File: src/rtl/game_pkg.sv
// Shared types and constants for the breakout input conditioner.
package game_pkg;

  typedef enum logic [1:0] {
    IDLE       = 2'd0,
    WAIT_PRESS = 2'd1,
    PRESSED    = 2'd2,
    WAIT_REL   = 2'd3
  } dbnc_state_t;

  localparam int KEY_RIGHT = 0;
  localparam int KEY_LEFT  = 1;
  localparam int KEY_START = 2;

endpackage

File: src/rtl/game_input_ctrl_if.sv
// Pad inputs and conditioned outputs between the board pins and game logic.
interface game_input_ctrl_if;
  logic [2:0] key_n;
  logic [1:0] btn;
  logic [2:0] press;
  logic       str;

  modport master (output key_n, input btn, press, str);
  modport slave  (input key_n, output btn, press, str);
endinterface

File: src/rtl/game_input_ctrl_debounce_cell.sv
// One push-button channel: two-flop synchroniser, registered inversion and
// counter-based debounce FSM producing a stable level and a press pulse.
module debounce_cell
  import game_pkg::*;
#(
  parameter int DEBOUNCE_CYC = 270000,
  parameter int CNT_W        = 20
) (
  input  logic clk,
  input  logic reset,
  input  logic key_n,
  output logic level,
  output logic press
);

  localparam logic [CNT_W-1:0] CNT_MAX = CNT_W'(DEBOUNCE_CYC - 1);

  logic [1:0]       sync_q;
  logic             p_q;
  dbnc_state_t      state_q, state_d;
  logic [CNT_W-1:0] cnt_q, cnt_d;
  logic             press_q, press_d;

  // p is registered so the FSM sees a press two edges after first sampling
  always_ff @(posedge clk or negedge reset) begin
    if (!reset) begin
      sync_q  <= '1;
      p_q     <= 1'b0;
      state_q <= IDLE;
      cnt_q   <= '0;
      press_q <= 1'b0;
    end else begin
      sync_q  <= {sync_q[0], key_n};
      p_q     <= ~sync_q[1];
      state_q <= state_d;
      cnt_q   <= cnt_d;
      press_q <= press_d;
    end
  end

  always_comb begin
    state_d = state_q;
    cnt_d   = cnt_q;
    press_d = 1'b0;
    case (state_q)
      IDLE: begin
        if (p_q) begin
          state_d = WAIT_PRESS;
          cnt_d   = '0;
        end
      end
      WAIT_PRESS: begin
        if (!p_q) begin
          state_d = IDLE;
        end else if (cnt_q == CNT_MAX) begin
          state_d = PRESSED;
          press_d = 1'b1;
        end else if (cnt_q != '1) begin
          cnt_d = cnt_q + CNT_W'(1);
        end
      end
      PRESSED: begin
        if (!p_q) begin
          state_d = WAIT_REL;
          cnt_d   = '0;
        end
      end
      WAIT_REL: begin
        if (p_q) begin
          state_d = PRESSED;
        end else if (cnt_q == CNT_MAX) begin
          state_d = IDLE;
        end else if (cnt_q != '1) begin
          cnt_d = cnt_q + CNT_W'(1);
        end
      end
      default: state_d = IDLE;
    endcase
  end

  assign level = (state_q == PRESSED) || (state_q == WAIT_REL);
  assign press = press_q;

endmodule

File: src/rtl/game_input_ctrl.sv
// Input conditioner top: three debounce channels, paddle mapping, run latch.
// Define GAME_PAUSE_EN to make each start press toggle run/pause.
module game_input_ctrl
  import game_pkg::*;
#(
  parameter int DEBOUNCE_CYC = 270000,
  parameter int CNT_W        = 20
) (
  input  logic             clk,
  input  logic             reset,
  game_input_ctrl_if.slave io
);

  logic [2:0] level;
  logic [2:0] press;
  logic       str_q;

  debounce_cell #(.DEBOUNCE_CYC(DEBOUNCE_CYC), .CNT_W(CNT_W)) u_right (
    .clk(clk), .reset(reset), .key_n(io.key_n[KEY_RIGHT]),
    .level(level[KEY_RIGHT]), .press(press[KEY_RIGHT])
  );

  debounce_cell #(.DEBOUNCE_CYC(DEBOUNCE_CYC), .CNT_W(CNT_W)) u_left (
    .clk(clk), .reset(reset), .key_n(io.key_n[KEY_LEFT]),
    .level(level[KEY_LEFT]), .press(press[KEY_LEFT])
  );

  debounce_cell #(.DEBOUNCE_CYC(DEBOUNCE_CYC), .CNT_W(CNT_W)) u_start (
    .clk(clk), .reset(reset), .key_n(io.key_n[KEY_START]),
    .level(level[KEY_START]), .press(press[KEY_START])
  );

  always_ff @(posedge clk or negedge reset) begin
    if (!reset) begin
      str_q <= 1'b0;
    end else begin
`ifdef GAME_PAUSE_EN
      str_q <= str_q ^ press[KEY_START];
`else
      if (press[KEY_START]) str_q <= 1'b1;
`endif
    end
  end

  // the start channel's level is unused; it only drives the run latch
  assign io.btn   = {level[KEY_LEFT], level[KEY_RIGHT]};
  assign io.press = press;
  assign io.str   = str_q;

endmodule

File: src/flat_wrapper.sv
// flat-port wrapper written by rule: the top's interface ports become plain ports
module game_input_ctrl_flat import game_pkg::*;
#(
  parameter int DEBOUNCE_CYC = 270000,
  parameter int CNT_W        = 20
)
  (clk, reset, io_key_n, io_btn, io_press, io_str);
  game_input_ctrl_if io_i ();
  input  logic clk;
  input  logic reset;
  input wire logic [$bits(io_i.key_n)-1:0] io_key_n;
  output wire logic [$bits(io_i.btn)-1:0] io_btn;
  output wire logic [$bits(io_i.press)-1:0] io_press;
  output wire logic [$bits(io_i.str)-1:0] io_str;
  assign io_i.key_n = io_key_n;
  assign io_btn = io_i.btn;
  assign io_press = io_i.press;
  assign io_str = io_i.str;
  game_input_ctrl #(.DEBOUNCE_CYC(DEBOUNCE_CYC), .CNT_W(CNT_W)) u_core (.clk(clk), .reset(reset), .io(io_i));
endmodule
File: config.mk
export PLATFORM = sky130hd
export DESIGN_NAME = game_input_ctrl_flat
export DESIGN_NICKNAME = d
export VERILOG_FILES = /design/src/rtl/game_pkg.sv /design/src/rtl/game_input_ctrl_if.sv /design/src/rtl/game_input_ctrl_debounce_cell.sv /design/src/rtl/game_input_ctrl.sv /design/src/flat_wrapper.sv
export SDC_FILE = /design/constraint.sdc
export NUM_CORES = 1
export LEC_CHECK = 0
export ABC_AREA = 1
export BUFFER_PORTS_ARGS = -buffer_cell sky130_fd_sc_hd__buf_2
export CAP_MARGIN = 40
export CORE_AREA = 2 2 144 146
export CTS_CLUSTER_SIZE = 12
export DETAILED_ROUTE_END_ITERATION = 12
export DIE_AREA = 0 0 146 148
export GPL_TIMING_DRIVEN = 0
export PLACE_DENSITY = 0.47
export SKIP_CTS_REPAIR_TIMING = 1
export SLEW_MARGIN = 10
export SYNTH_ARGS = -nofsm -noshare
export SYNTH_HDL_FRONTEND = slang
export SYNTH_SLANG_ARGS = --single-unit
File: constraint.sdc
create_clock -name clk -period 3.6 [get_ports clk]
set_input_delay 0.36 -clock clk [delete_from_list [all_inputs] [get_ports clk]]
set_output_delay 0.36 -clock clk [all_outputs]
set_load 0.1 [all_outputs]
Yosys cells after proc, flatten, opt, wreduce, memory -nomap -nowiden
Index checks and enable logic that the tools add are counted.
Widths: inputs -> output; s select.
{ "totals": {"reg_bits": 79, "in_bits": 5, "out_inout_bits": 6, "word_cells": 117} }
{ "classes": {"addsub": 3, "n_eq_ne": 33, "n_mux": 51, "bitwise_logic": 3, "n_reduce_logical": 11} }
{ "op_table": {"columns": ["operator", "count"], "rows": [
  ["$mux 20", 18],
  ["$pmux 20 s4", 3],
  ["$add 20x1->20 const B", 3],
  ["$eq 20x19->1 const B", 3],
  ["$ne 20x20->1 const B", 3],
  ["$mux 2", 18],
  ["$ne 2x2->1 const B", 12],
  ["$pmux 2 s4", 3],
  ["$reduce_and 4->1", 6],
  ["$ne 3x3->1 const B", 6],
  ["$eq 2x2->1 const B", 6],
  ["$mux 1", 9],
  ["$eq 2x1->1 const B", 3],
  ["$logic_not 2->1", 3],
  ["$not 1->1", 3],
  ["$logic_or 1x1->1", 2]
]} }

Longest topological paths before layout
{ "depth": {"ltp_word": 5, "mapped_depth": 12, "mapped_depth_nobuf": 11} }

Modules after synthesis
From an unflattened synthesis, not the netlist that was laid out.
{ "unflattened": {"cells_unflattened": 715, "area_unflattened_um2": 4903.5} }
{ "by_module_without_submodules": {"columns": ["module", "n_inst", "cells_per_inst", "area_per_inst_um2", "seq_area_each_um2"], "rows": [
  ["debounce_cell at u_core.u_left ...", 2, 236, 1622.8, 653.1],
  ["debounce_cell at u_core.u_start", 1, 237, 1606.5, 653.1],
  ["game_input_ctrl", 1, 6, 51.3, 25.0]
]} }

Worst setup path after synthesis
No wires, ideal clock.
{ "synth_timing": {"path_type": "reg2reg", "startpoint": "register u_core.u_right.cnt_q[0]", "endpoint": "register u_core.u_right.cnt_q[11]", "setup_ns": 0.117, "t_arrival_ns": 1.538, "required_ns": 3.483, "slack_ns": 1.945, "path_stages_with_launch": 12, "path_buffers": 1, "synth_period_minus_slack_ns": 1.655, "cell_sequence": "dfrtp_1 -> ha_1 -> nand2_1 -> nor2_2 -> nand2_2 -> nor2_4 -> nand3_2 -> nand2_2 -> nand2_4 -> buf_6 -> nand3_1 -> nand2_1"} }
{ "synth_via": {"elab_chain_len": 5, "elab_cells_between_ends": 8, "classes_between": "add/sub (1); eq/ne (2); mux (5)"} }
{ "synth_rtl": {"columns": ["element", "line", "source"], "rows": [
  ["start: declaration", "game_input_ctrl_debounce_cell.sv:21", "logic [CNT_W-1:0] cnt_q, cnt_d;"],
  ["start signal: assignment", "game_input_ctrl_debounce_cell.sv:36", "cnt_q <= cnt_d;"],
  ["$add 20x1->20 / $ne 20x20->1 (equally long branches)", null, null],
  ["$mux 20", "game_input_ctrl_debounce_cell.sv:58, game_input_ctrl_debounce_cell.sv:73", null],
  ["$mux 20 (*)", "game_input_ctrl_debounce_cell.sv:55", "end else if (cnt_q == CNT_MAX) begin"],
  ["$mux 20, on equally long branches", "game_input_ctrl_debounce_cell.sv:69, game_input_ctrl_debounce_cell.sv:53", null],
  ["$pmux 20 s4 (*)", "game_input_ctrl_debounce_cell.sv:45", "case (state_q)"]
]} }
Every way passes the cells marked *; elsewhere a longest branch is shown, timed or not. The select of a mux whose other input is x is not followed.
A chain may end at the register's enable or synchronous reset.

Worst setup path in the final report
{ "layout_timing": {"startpoint": "register u_core.u_start.cnt_q[0]", "endpoint": "register u_core.u_start.cnt_q[13]"} }
{ "layout_via": {"elab_chain_len": 5, "elab_cells_between_ends": 8, "classes_between": "add/sub (1); eq/ne (2); mux (5)"} }
{ "layout_rtl": {"columns": ["element", "line"], "rows": [
  ["start: declaration", "game_input_ctrl_debounce_cell.sv:21"],
  ["start signal: assignment", "game_input_ctrl_debounce_cell.sv:36"],
  ["$add 20x1->20 / $ne 20x20->1 (equally long branches)", null],
  ["$mux 20", "game_input_ctrl_debounce_cell.sv:58, game_input_ctrl_debounce_cell.sv:73"],
  ["$mux 20 (*)", "game_input_ctrl_debounce_cell.sv:55"],
  ["$mux 20, on equally long branches", "game_input_ctrl_debounce_cell.sv:69, game_input_ctrl_debounce_cell.sv:53"],
  ["$pmux 20 s4 (*)", "game_input_ctrl_debounce_cell.sv:45"]
]} }
Marked as above.

==> parameters.txt <==
Parameter                              Value

Outcome
  Status    completed

Global route
  Wire length of the first global-routing pass    20.9 mm
  Global-route total usage across every layer    0.119
  Vias in the first global route    4248
  Antenna violations before repair    0
  Remaining global-route overflow    0
  Met1 demand-to-capacity share in global routing    0.162
  Global route hottest layer    met2
  Met2 Resource Use GR    0.191
  Met3 usage in global routing    0.0244
  Largest net degree at the start of global routing    57

Cells and area
  Number of standard cells in the layout, taps in and fillers out    1038
  Fin area    5670 µm²
  Fraction of layout instances using a drive strength above 1    0.100
  Antenna diode instance count    0
  Number of filler cells placed in the layout    2266
  Signed area change from the synthesized netlist to the final layout    14.4%
  Post-layout net count    771

Clock tree
  Number of clock buffers inserted by TritonCTS    9
  Clock transition at the registers of the reported paths    60 ps
  Clock net sink count    79
  Clock root buffer master    clkbuf_16
  Clock H-tree levels    3
  Max Buffers Root-to-Sink    2
  Insertion delay of the later-clocked pin in the worst-skew pair    350 ps
  CTS tree    yes

Floorplanning
  Cell Rows    52
  Die height    148 µm
  Die span in x    146 µm
  Initial Utilization    0.247
  Number of top-level design ports    11
  Core Region    20000 µm²
  Die Footprint    21600 µm²

Setup path
  Endpoint type of the worst setup path    flop
  Startpoint type of the worst setup path    flop
  Register-to-register setup slack    1480 ps
  Number of cell instances on the worst register-to-register path    10
  Largest fanout on the critical path    8
  Start of the worst register-to-register path    u_core.u_start.cnt_q[0]$_DFFE_PN0P_
  Crit Reg-Reg Endpoint    u_core.u_start.cnt_q[13]$_DFFE_PN0P_
  Required @ worst endpoint    3890 ps
  Crit path arrival time    2410 ps
  Critical path class    reg -> reg

Synth
  Number of enable-type register cells in the synthesized netlist    0
  Count of state elements after synthesis    79
  Synthesized instance count    740
  Post-synthesis sequential area ratio    0.401
  Async SR Flop Fraction    1.00
  Unique masters post-synth    32
  Synth Flop Type    dfrtp_1
  Synthesis warning total    0
  Avg Cell Area, Syn    6.70 µm²
  Post-Syn Nets    748
  Total standard cell area after synthesis    4950 µm²

Placed design
  Final HPWL DP    8.64 mm
  Post-detailed-placement cell area    5370 µm²
  Dpl cells    1021
  Worst slack at placement    1450 ps
  Gp weighted congestion    0.813
  PortBufs    10

Timing
  Setup TNS    0 ps
  Period utilisation layout    0.589
  Hold slack    110 ps
  Setup violators final    0
  Time the worst path needs with I/O delays and setup    2120 ps
  Unrepaired setup endpoints after global routing    false
  Maximum operating frequency    472 MHz
  Headroom to the max-slew limit    0.496
  Final setup margin    1480 ps
  Post-Route Skew    4.36 ps
  Max-slew violation total from the final report    0
  Hold Fails Final Rpt    0
  Worst-margin pin slew    757 ps

Pwr
  Pleak    2.65 nW
  Switching share of power    0.250
  Portion of total power attributed to combinational logic    0.056
  Switching pwr    0.000477 W
  Part of the total power dissipated in the clock network    0.459
  Internal power consumption    0.00143 W
  Sequential fraction of design power    0.485
  Power density over the cells    336 nW/µm²
  Peak VDD IR    233 µV

Route
  Drt initial violations    288
  Routed WL per cell    11.4 µm
  Routed Antenna Nets    0
  Total number of vias    4371
  First drt pass iteration count    4
  Detail-routed via count per cell    4.21
  Number of remaining DRC errors    0
  Wire length after detailed routing    11.9 mm

Worst hold path
  Worst hold-check path type    in -> reg
  Launch instance of the worst min-delay path    io_key_n[0]
  Endpoint of the worst hold-timing path    u_core.u_right.sync_q[0]$_DFF_PN1_
  Number of stages on the worst hold path    1

Flow run
  Max_cap viols    0
-- synth_stat cells (all sizes together), types with 3 or more instances --
master / count / area (µm²)
ha: 3 / 37.5
dfrtp: 73 / 1830
a21oi: 16 / 80.1
xnor2: 6 / 52.6
dfstp: 6 / 158
o21bai: 3 / 22.5
nor2: 132 / 536
buf: 18 / 148
clkbuf: 4 / 15.0
nand2: 299 / 1180
or2: 5 / 31.3
o21ai: 12 / 60.1
xor2: 8 / 70.1
nand3: 54 / 280
nor3: 19 / 95.1
inv: 62 / 233
o21a: 3 / 22.5
nand3b: 3 / 22.5
nand4: 9 / 56.3
-- cell type report --
class                      count  area, µm²  share of cell area
buffer                        22        163              0.0287
clock buffer                  10        239              0.0422
clock inverter                 6       45.0             0.00795
inverter                      63        236              0.0417
multi-input combinational    576       2570               0.454
sequential                    79       1980               0.350
tap                          270        338              0.0596
timing repair buffer          12       90.1              0.0159
-- layout by cell type (no fill, tap or decap), types with 2 or more instances in the layout --
| cell type | Yosys | layout |
|---|---|---|
| a21oi_1 | 16 | 16 |
| buf_2 | 4 | 13 |
| buf_4 | 6 | 7 |
| buf_6 | 7 | 7 |
| clkbuf_1 | 4 | 4 |
| clkbuf_16 | 0 | 9 |
| clkinvlp_4 | 0 | 3 |
| dfrtp_1 | 73 | 73 |
| dfstp_2 | 6 | 6 |
| ha_1 | 3 | 3 |
| inv_1 | 62 | 62 |
| nand2_1 | 287 | 287 |
| nand2_2 | 7 | 7 |
| nand2_4 | 5 | 5 |
| nand3_1 | 52 | 52 |
| nand3_2 | 2 | 2 |
| nand3b_1 | 3 | 3 |
| nand4_1 | 9 | 9 |
| nor2_1 | 124 | 124 |
| nor2_2 | 4 | 4 |
| nor2_4 | 4 | 4 |
| nor3_1 | 19 | 19 |
| o21a_1 | 3 | 3 |
| o21ai_0 | 12 | 12 |
| o21bai_1 | 3 | 3 |
| or2_2 | 5 | 5 |
| xnor2_1 | 6 | 6 |
| xor2_1 | 8 | 8 |
-- per-stage QoR --
step / total power, W / util
2_1_floorplan: 0.00100 / -
3_3_place_gp: 0.00105 / 0.267
3_5_place_dp: 0.00105 / 0.268
4_1_cts: 0.00196 / 0.282
5_1_grt: 0.00201 / 0.283
6_report: 0.00191 / 0.283
-- routing by layer --
layer,vias up,routed length [µm],share of wire
met4,0,167,0.014
met1,1994,6080,0.51
met5,-,0,0
met2,26,5370,0.45
met3,12,253,0.021
li1,2339,-,-
-- power by group through the flow --
stage / clock network, W / logic, W / registers, W
finish: 0.000875 / 0.000107 / 0.000924
global route: 0.000954 / 0.000125 / 0.000927
CTS: 0.000924 / 0.000111 / 0.000924
detailed placement: 0 / 0.000111 / 0.000941
global placement: 0 / 0.000107 / 0.000941
floorplan: 0 / 0.0000631 / 0.000937
-- registers in the layout, summed over array words and instances (netlist names), 2 cells and up, named ones only --
register / cells
u_core.u_start.cnt_q: 20
u_core.u_right.sync_q: 2
u_core.u_start.sync_q: 2
u_core.u_right.cnt_q: 20
u_core.u_left.sync_q: 2
u_core.u_left.cnt_q: 20
-- critical path, stage by stage (launching register included) --
cell and delay (ps):
dfrtp_1 410, ha_1 230, nand2_1 160, nor2_4 80, nand2_2 140, nor2_2 50
nand3_1 90, nand2_2 100, a21oi_1 600, nand2_1 120, nand2_1 90
-- cell families (layout without fill, tap and decap cells) --
logic type | count (synthesis) | count (layout) | share of synthesized area
flip-flops | 79 | 79 | 0.401
AND/OR/NAND/NOR | 522 | 522 | 0.445
XOR/XNOR | 14 | 14 | 0.0247
AO/OA/AOI/OAI | 37 | 37 | 0.0417
buffers and inverters | 85 | 113 | 0.0806
adder cells (fa/ha/maj) | 3 | 3 | 0.00758
-- worst max-delay path by stage --
stage | slack (ps) | endpoint | start
finish | 1480 | u_core.u_start.cnt_q[13]$_DFFE_PN0P_ | u_core.u_start.cnt_q[0]$_DFFE_PN0P_
global route | 1250 | u_core.u_start.cnt_q[16]$_DFFE_PN0P_ | u_core.u_start.cnt_q[0]$_DFFE_PN0P_
CTS | 1440 | u_core.u_start.cnt_q[17]$_DFFE_PN0P_ | u_core.u_start.cnt_q[0]$_DFFE_PN0P_
detailed placement | 1450 | u_core.u_start.cnt_q[13]$_DFFE_PN0P_ | u_core.u_start.cnt_q[0]$_DFFE_PN0P_
global placement | 1410 | u_core.u_right.cnt_q[15]$_DFFE_PN0P_ | reset
floorplan | 1950 | u_core.u_right.cnt_q[11]$_DFFE_PN0P_ | u_core.u_right.cnt_q[0]$_DFFE_PN0P_
Note: power is estimated with default switching activity, not from simulation.
